--- config.mk ---
export PLATFORM = sky130hd
export DESIGN_NAME = bcd_down_counter
export DESIGN_NICKNAME = d
export VERILOG_FILES = /design/src/rtl/bcd_pkg.sv /design/src/rtl/bcd_digit_dn.sv /design/src/rtl/bcd_down_counter.sv
export SDC_FILE = /design/constraint.sdc
export NUM_CORES = 1
export LEC_CHECK = 0
export ABC_AREA = 1
export CAP_MARGIN = 20
export CORE_ASPECT_RATIO = 1.2
export CORE_MARGIN = 5
export CORE_UTILIZATION = 49
export DETAILED_ROUTE_END_ITERATION = 10
export PLACE_DENSITY = 0.88
export SYNTH_ARGS = -nofsm -noshare
export SYNTH_HDL_FRONTEND = slang
export SYNTH_SLANG_ARGS = --single-unit
--- constraint.sdc ---
create_clock -name clk -period 2.2 [get_ports clk]
set_input_delay 0.33 -clock clk [delete_from_list [all_inputs] [get_ports clk]]
set_output_delay 0.33 -clock clk [all_outputs]
set_load 0.03 [all_outputs]
--- src/rtl/bcd_pkg.sv ---
// Shared BCD constants, counter state encoding and the nibble clamp helper
// used by the BCD down-counter and its digit cells.
package bcd_pkg;

   localparam logic [3:0] BCD_MAX  = 4'd9;
   localparam logic [3:0] BCD_ZERO = 4'd0;

   typedef enum logic [1:0] {
      IDLE = 2'd0,
      RUN  = 2'd1,
      DONE = 2'd2
   } state_t;

   function automatic logic [3:0] bcd_clamp(input logic [3:0] i_nib);
      return (i_nib > BCD_MAX) ? BCD_MAX : i_nib;
   endfunction

endpackage

--- src/rtl/bcd_digit_dn.sv ---
// One BCD digit of the down-counter: load has priority over a borrow step,
// result registered (1 cycle); borrow ripples combinationally to the next digit.
module bcd_digit_dn
   import bcd_pkg::*;
(
   input  logic       clk,
   input  logic       rstn,
   input  logic       i_load,
   input  logic [3:0] i_load_dat,
   input  logic       i_borrow_in,
   output logic [3:0] o_digit,
   output logic       o_borrow_out,
   output logic       o_zero
);

   logic [3:0] r_digit;

   always_ff @(posedge clk or negedge rstn) begin
      if (!rstn) begin
         r_digit <= BCD_ZERO;
      end else if (i_load) begin
         r_digit <= i_load_dat;
      end else if (i_borrow_in) begin
         r_digit <= (r_digit == BCD_ZERO) ? BCD_MAX : r_digit - 4'd1;
      end
   end

   assign o_digit      = r_digit;
   assign o_zero       = (r_digit == BCD_ZERO);
   assign o_borrow_out = i_borrow_in && o_zero;

endmodule

--- src/rtl/bcd_down_counter.sv ---
// Multi-digit BCD countdown timer: load via valid/ready (refused while counting), done/bout one cycle
// after the enabled edge at zero. BCD_DOWN_COUNTER_AUTO_RELOAD_EN makes terminal count reload and keep running.
module bcd_down_counter
   import bcd_pkg::*;
#(
   parameter int DIGITS = 4
) (
   input  logic                clk,
   input  logic                rstn,
   input  logic                load_valid,
   output logic                load_ready,
   input  logic [4*DIGITS-1:0] load_data,
   input  logic                en,
   input  logic                abort,
   output logic [4*DIGITS-1:0] cnt,
   output logic                busy,
   output logic                done,
   output logic                bout,
   output logic                load_err
);

   state_t r_state;
   state_t w_next;
   logic   w_load;
   logic   w_dec;
   logic   w_term;
   logic   r_done;
   logic   r_load_err;

   logic [4*DIGITS-1:0] w_ld_clamp;
   logic [4*DIGITS-1:0] w_dig_dat;
   logic                w_dig_load;
   logic [DIGITS-1:0]   w_nib_err;
   logic [DIGITS-1:0]   w_zero;
   logic [DIGITS-1:0]   w_borrow;
   logic                w_cnt_zero;

   genvar gi;
   generate
      for (gi = 0; gi < DIGITS; gi++) begin : g_digit
         logic w_bin;
         assign w_ld_clamp[4*gi +: 4] = bcd_clamp(load_data[4*gi +: 4]);
         assign w_nib_err[gi]         = (load_data[4*gi +: 4] > BCD_MAX);
         if (gi == 0) begin : g_lsd
            assign w_bin = w_dec;
         end else begin : g_upper
            assign w_bin = w_borrow[gi-1];
         end
         bcd_digit_dn u_digit (
            .clk          (clk),
            .rstn         (rstn),
            .i_load       (w_dig_load),
            .i_load_dat   (w_dig_dat[4*gi +: 4]),
            .i_borrow_in  (w_bin),
            .o_digit      (cnt[4*gi +: 4]),
            .o_borrow_out (w_borrow[gi]),
            .o_zero       (w_zero[gi])
         );
      end
   endgenerate

   assign w_cnt_zero = &w_zero;

`ifdef BCD_DOWN_COUNTER_AUTO_RELOAD_EN
   logic [4*DIGITS-1:0] r_shadow;

   always_ff @(posedge clk or negedge rstn) begin
      if (!rstn) begin
         r_shadow <= '0;
      end else if (w_load) begin
         r_shadow <= w_ld_clamp;
      end
   end

   assign w_dig_load = w_load || w_term;
   assign w_dig_dat  = w_load ? w_ld_clamp : r_shadow;
`else
   assign w_dig_load = w_load;
   assign w_dig_dat  = w_ld_clamp;
`endif

   always_ff @(posedge clk or negedge rstn) begin
      if (!rstn) begin
         r_state <= IDLE;
      end else begin
         r_state <= w_next;
      end
   end

   always_comb begin
      w_next = r_state;
      w_load = 1'b0;
      w_dec  = 1'b0;
      w_term = 1'b0;
      case (r_state)
         IDLE, DONE: begin
            if (load_valid) begin
               w_load = 1'b1;
               w_next = RUN;
            end
         end
         RUN: begin
            // abort outranks en, so a same-cycle enable never decrements
            if (abort) begin
               w_next = IDLE;
            end else if (en) begin
               if (w_cnt_zero) begin
                  w_term = 1'b1;
`ifndef BCD_DOWN_COUNTER_AUTO_RELOAD_EN
                  w_next = DONE;
`endif
               end else begin
                  w_dec = 1'b1;
               end
            end
         end
         default: w_next = IDLE;
      endcase
   end

   always_ff @(posedge clk or negedge rstn) begin
      if (!rstn) begin
         r_done     <= 1'b0;
         r_load_err <= 1'b0;
      end else begin
         r_done     <= w_term;
         r_load_err <= w_load && (|w_nib_err);
      end
   end

   assign load_ready = (r_state != RUN);
   assign busy       = (r_state == RUN);
   assign done       = r_done;
   assign bout       = r_done;
   assign load_err   = r_load_err;

endmodule

==> impl_results.html <==
<table>
<tr><th>Metric</th><th>Value</th></tr>
<tr><th colspan="2">Run status</th></tr>
<tr><td>Result of the run</td><td>finished, final reports clean</td></tr>
<tr><th colspan="2">Timing</th></tr>
<tr><td>Final Hold Viols</td><td>0</td></tr>
<tr><td>Relative slew slack</td><td>77.1%</td></tr>
<tr><td>Tcrit/Tclk final</td><td>86.5%</td></tr>
<tr><td>Total negative slack</td><td>0 ns</td></tr>
<tr><td>Tightest Pin Transition</td><td>0.340 ns</td></tr>
<tr><td>Clock skew after layout</td><td>roughly 0.012 ns</td></tr>
<tr><td>Final setup violation count</td><td>0</td></tr>
<tr><td>Unrepaired setup endpoints after global routing</td><td>false</td></tr>
<tr><td>Top achievable clock speed</td><td>0.526 GHz</td></tr>
<tr><td>Final critical delay including setup and external delays</td><td>1.90 ns</td></tr>
<tr><td>Setup slack after layout</td><td>0.297 ns</td></tr>
<tr><td>Number of pins with negative max-slew slack in the final report</td><td>0</td></tr>
<tr><th colspan="2">Setup path</th></tr>
<tr><td>Maximum fanout along the worst path</td><td>4</td></tr>
<tr><td>R2R Path Start</td><td>g_digit[3].u_digit.o_digit[0]</td></tr>
<tr><td>Critical path data arrival time</td><td>1.57 ns</td></tr>
<tr><td>Startpoint type of the worst setup path</td><td>register</td></tr>
<tr><td>Setup crit end kind</td><td>output pin</td></tr>
<tr><td>Data required time at the worst endpoint</td><td>~1.9 ns</td></tr>
<tr><td>Cell count of the worst reg-to-reg path</td><td>9</td></tr>
<tr><td>Start point of the critical path</td><td>r_state[0]</td></tr>
<tr><td>Critical path class</td><td>register to output pin</td></tr>
<tr><th colspan="2">Run</th></tr>
<tr><td>Max-capacitance violation count</td><td>0</td></tr>
<tr><th colspan="2">Drt</th></tr>
<tr><td>Number of remaining DRC errors</td><td>0</td></tr>
<tr><td>Overall via count from detail_route</td><td>between 1000 and 1500</td></tr>
<tr><td>Number of antenna-violating nets in the routed design</td><td>0</td></tr>
<tr><td>Total wire length</td><td>between 3000 and 4000 µm</td></tr>
<tr><td>TritonRoute pass-1 iters</td><td>4</td></tr>
<tr><td>Drt wl/cell</td><td>12.0 µm</td></tr>
<tr><td>Drt first-iter violations</td><td>42</td></tr>
<tr><td>Vias per std cell</td><td>~5</td></tr>
<tr><th colspan="2">Hold path</th></tr>
<tr><td>Hold/Removal Path Class</td><td>primary input to asynchronous set/reset pin</td></tr>
<tr><th colspan="2">Synth</th></tr>
<tr><td>Number of synthesized register bits</td><td>20</td></tr>
<tr><td>Sequential fraction of the synthesis area</td><td>37.8%</td></tr>
<tr><td>Count of distinct cell types in the synthesized netlist</td><td>23</td></tr>
<tr><td>Number of warnings printed during yosys synthesis</td><td>0</td></tr>
<tr><td>Mapped Cells</td><td>190</td></tr>
<tr><td>Post-Synthesis Mean Instance Area</td><td>around 7 µm²</td></tr>
<tr><td>Netlist Area Pre-Place</td><td>around 0.0013 mm²</td></tr>
<tr><td>Net count after synthesis</td><td>211</td></tr>
<tr><th colspan="2">Placed design</th></tr>
<tr><td>Total of buffers placed on input and output ports</td><td>41</td></tr>
<tr><td>HPWL after detailed placement</td><td>2460 µm</td></tr>
<tr><td>Dpl ws</td><td>0.444 ns</td></tr>
<tr><td>Routability Congestion</td><td>0.786</td></tr>
<tr><th colspan="2">Power</th></tr>
<tr><td>Pwr/cell area</td><td>between 1000 and 1500 mW/mm²</td></tr>
<tr><td>Worst vdd rail ir drop</td><td>a little over 900 µV</td></tr>
<tr><td>Cell leakage power</td><td>around 0.00087 µW</td></tr>
<tr><th colspan="2">CTS</th></tr>
<tr><td>Clock sink total</td><td>20</td></tr>
<tr><td>TritonCTS clock tree</td><td>done</td></tr>
<tr><td>Clock transition at the registers of the reported paths</td><td>around 0.13 ns</td></tr>
<tr><td>Clock Path Buffers</td><td>2</td></tr>
<tr><td>Count of H-tree levels built during CTS</td><td>1</td></tr>
<tr><td>Number of buffers created by CTS</td><td>3</td></tr>
<tr><td>Clock tree root driver cell</td><td>clkbuf_4</td></tr>
<tr><td>Clock latency on the worst-skew pair</td><td>0.31 ns</td></tr>
<tr><td>Resize count post-CTS</td><td>0</td></tr>
<tr><td>Post CTS Setup Buffer Count</td><td>0</td></tr>
<tr><td>Cts hold-fix bufs</td><td>0</td></tr>
<tr><th colspan="2">Cells and area</th></tr>
<tr><td>Layout net count</td><td>254</td></tr>
<tr><td>Register area</td><td>500 µm²</td></tr>
<tr><td>Antenna Diode Count</td><td>0</td></tr>
<tr><td>Share of cells above drive strength 1</td><td>~11%</td></tr>
<tr><td>Area of combinational cells with multiple inputs</td><td>about 720 µm²</td></tr>
<tr><td>Highest-count cells in the layout ignoring fill and taps</td><td>nand2_1 (60), clkdlybuf4s50_1 (41), nand3_1 (22), dfrtp_1 (20), inv_1 (17)</td></tr>
<tr><td>Final-layout fill cell count</td><td>between 200 and 250</td></tr>
<tr><td>Most common library cell in the layout ignoring fill and taps</td><td>nand2_1</td></tr>
<tr><td>Signed area change from the synthesized netlist to the final layout</td><td>35.3%</td></tr>
<tr><th colspan="2">Floorplan</th></tr>
<tr><td>Area enclosed by the die boundary</td><td>between 0.003 and 0.004 mm²</td></tr>
<tr><td>Starting density of the core</td><td>51.4%</td></tr>
<tr><td>Die H</td><td>66.9 µm</td></tr>
<tr><td># rows</td><td>20</td></tr>
<tr><td>Die Width</td><td>57.4 µm</td></tr>
<tr><td>Core Area</td><td>0.00258 mm²</td></tr>
<tr><td>Boundary Pins</td><td>42</td></tr>
<tr><th colspan="2">GRT</th></tr>
<tr><td>First-pass GRT wire length</td><td>around 5600 µm</td></tr>
<tr><td>Initial antenna violation count</td><td>0</td></tr>
<tr><td>Pin count of the biggest net entering global routing</td><td>21</td></tr>
<tr><td>Global router's overall resource usage</td><td>between 15 and 20%</td></tr>
<tr><td>Global-route congestion overflow total</td><td>0</td></tr>
<tr><td>Vias in the first global route</td><td>1313</td></tr>
</table>
logic make-up after synthesis:
family / synth area share (%)
and+or+nand+nor: 39.8
AOI/OAI and AO/OA: 11.6
DFF: 37.8
xor gates and xnor gates: 2.65
buffers and inverters: 8.13
routing by layer:
layer / track usage (%) / up-vias / wire [µm]
met5: 0 / - / 0
met4: 7.25 / 0 / 46
met3: 2.33 / 5 / 146
met2: 32.6 / 34 / 1630
met1: 22.6 / 604 / 1360
li1: - / 697 / -
synthesized netlist by cell type, drive strengths merged:
cell type / number / share of area [%]
a21oi: 7 / 2.6
nor2: 23 / 9.7
a31oi: 1 / 0.47
clkbuf: 1 / 0.28
xnor2: 1 / 0.66
xor2: 3 / 2.0
buf: 5 / 3.0
inv: 17 / 4.8
a21boi: 1 / 0.57
nand2: 68 / 21
o21ai: 16 / 6.3
dfrtp: 20 / 38
o31ai: 1 / 0.57
o22ai: 1 / 0.47
nand4: 2 / 0.95
nand3: 22 / 8.3
a22oi: 1 / 0.57
where the power goes:
group / leakage (µW) / internal (µW) / switching (µW)
logic: 0.000592 / 551 / 825
clock network: 0.0000210 / 101 / 122
registers: 0.000254 / 507 / 168
worst max-delay path, stage by stage, from the launching register on:
cell and delay [ns]:
dfrtp_1 0.40, inv_1 0.11, nor2_4 0.05, inv_1 0.05, clkdlybuf4s50_1 0.66
final cells by class:
cell class,instances,share of cell area (%)
multi-input cells,147,40.0
repair buffers,44,24.2
well taps,33,2.31
flip-flops and latches,20,28.0
inverters,17,3.56
clock buffers,4,2.03
state kept, by name (all words and copies together) (netlist names):
name	flops
r_state	2
bout	1
load_err	1
g_digit.u_digit.o_digit	16
per-stage QoR:
step	total power, µW	utilization (%)	hold slack (ns)	cell area (µm²)	cells
5_1_grt	2470	69.5	0.368	1790	265
2_1_floorplan	1600	-	0.0344	1320	190
4_1_cts	2280	69.5	0.350	1790	265
6_report	2270	69.5	0.338	1790	265
3_5_place_dp	2060	68.1	0.520	1750	261
3_3_place_gp	2040	68.1	0.496	1750	261
path summary, 6_finish.rpt:
kind | endpoint | slack (ns)
max in group asynchronous | g_digit[3].u_digit.o_digit[0] | 1.64
min in group clk | g_digit[0].u_digit.o_digit[1] | 0.55
setup / recovery | load_ready | 0.30
setup reg to reg | g_digit[3].u_digit.o_digit[1] | 0.65
hold / removal | g_digit[1].u_digit.o_digit[0] | 0.34
hold reg to reg | g_digit[0].u_digit.o_digit[1] | 0.55
Note: power is estimated with default switching activity, not from simulation.
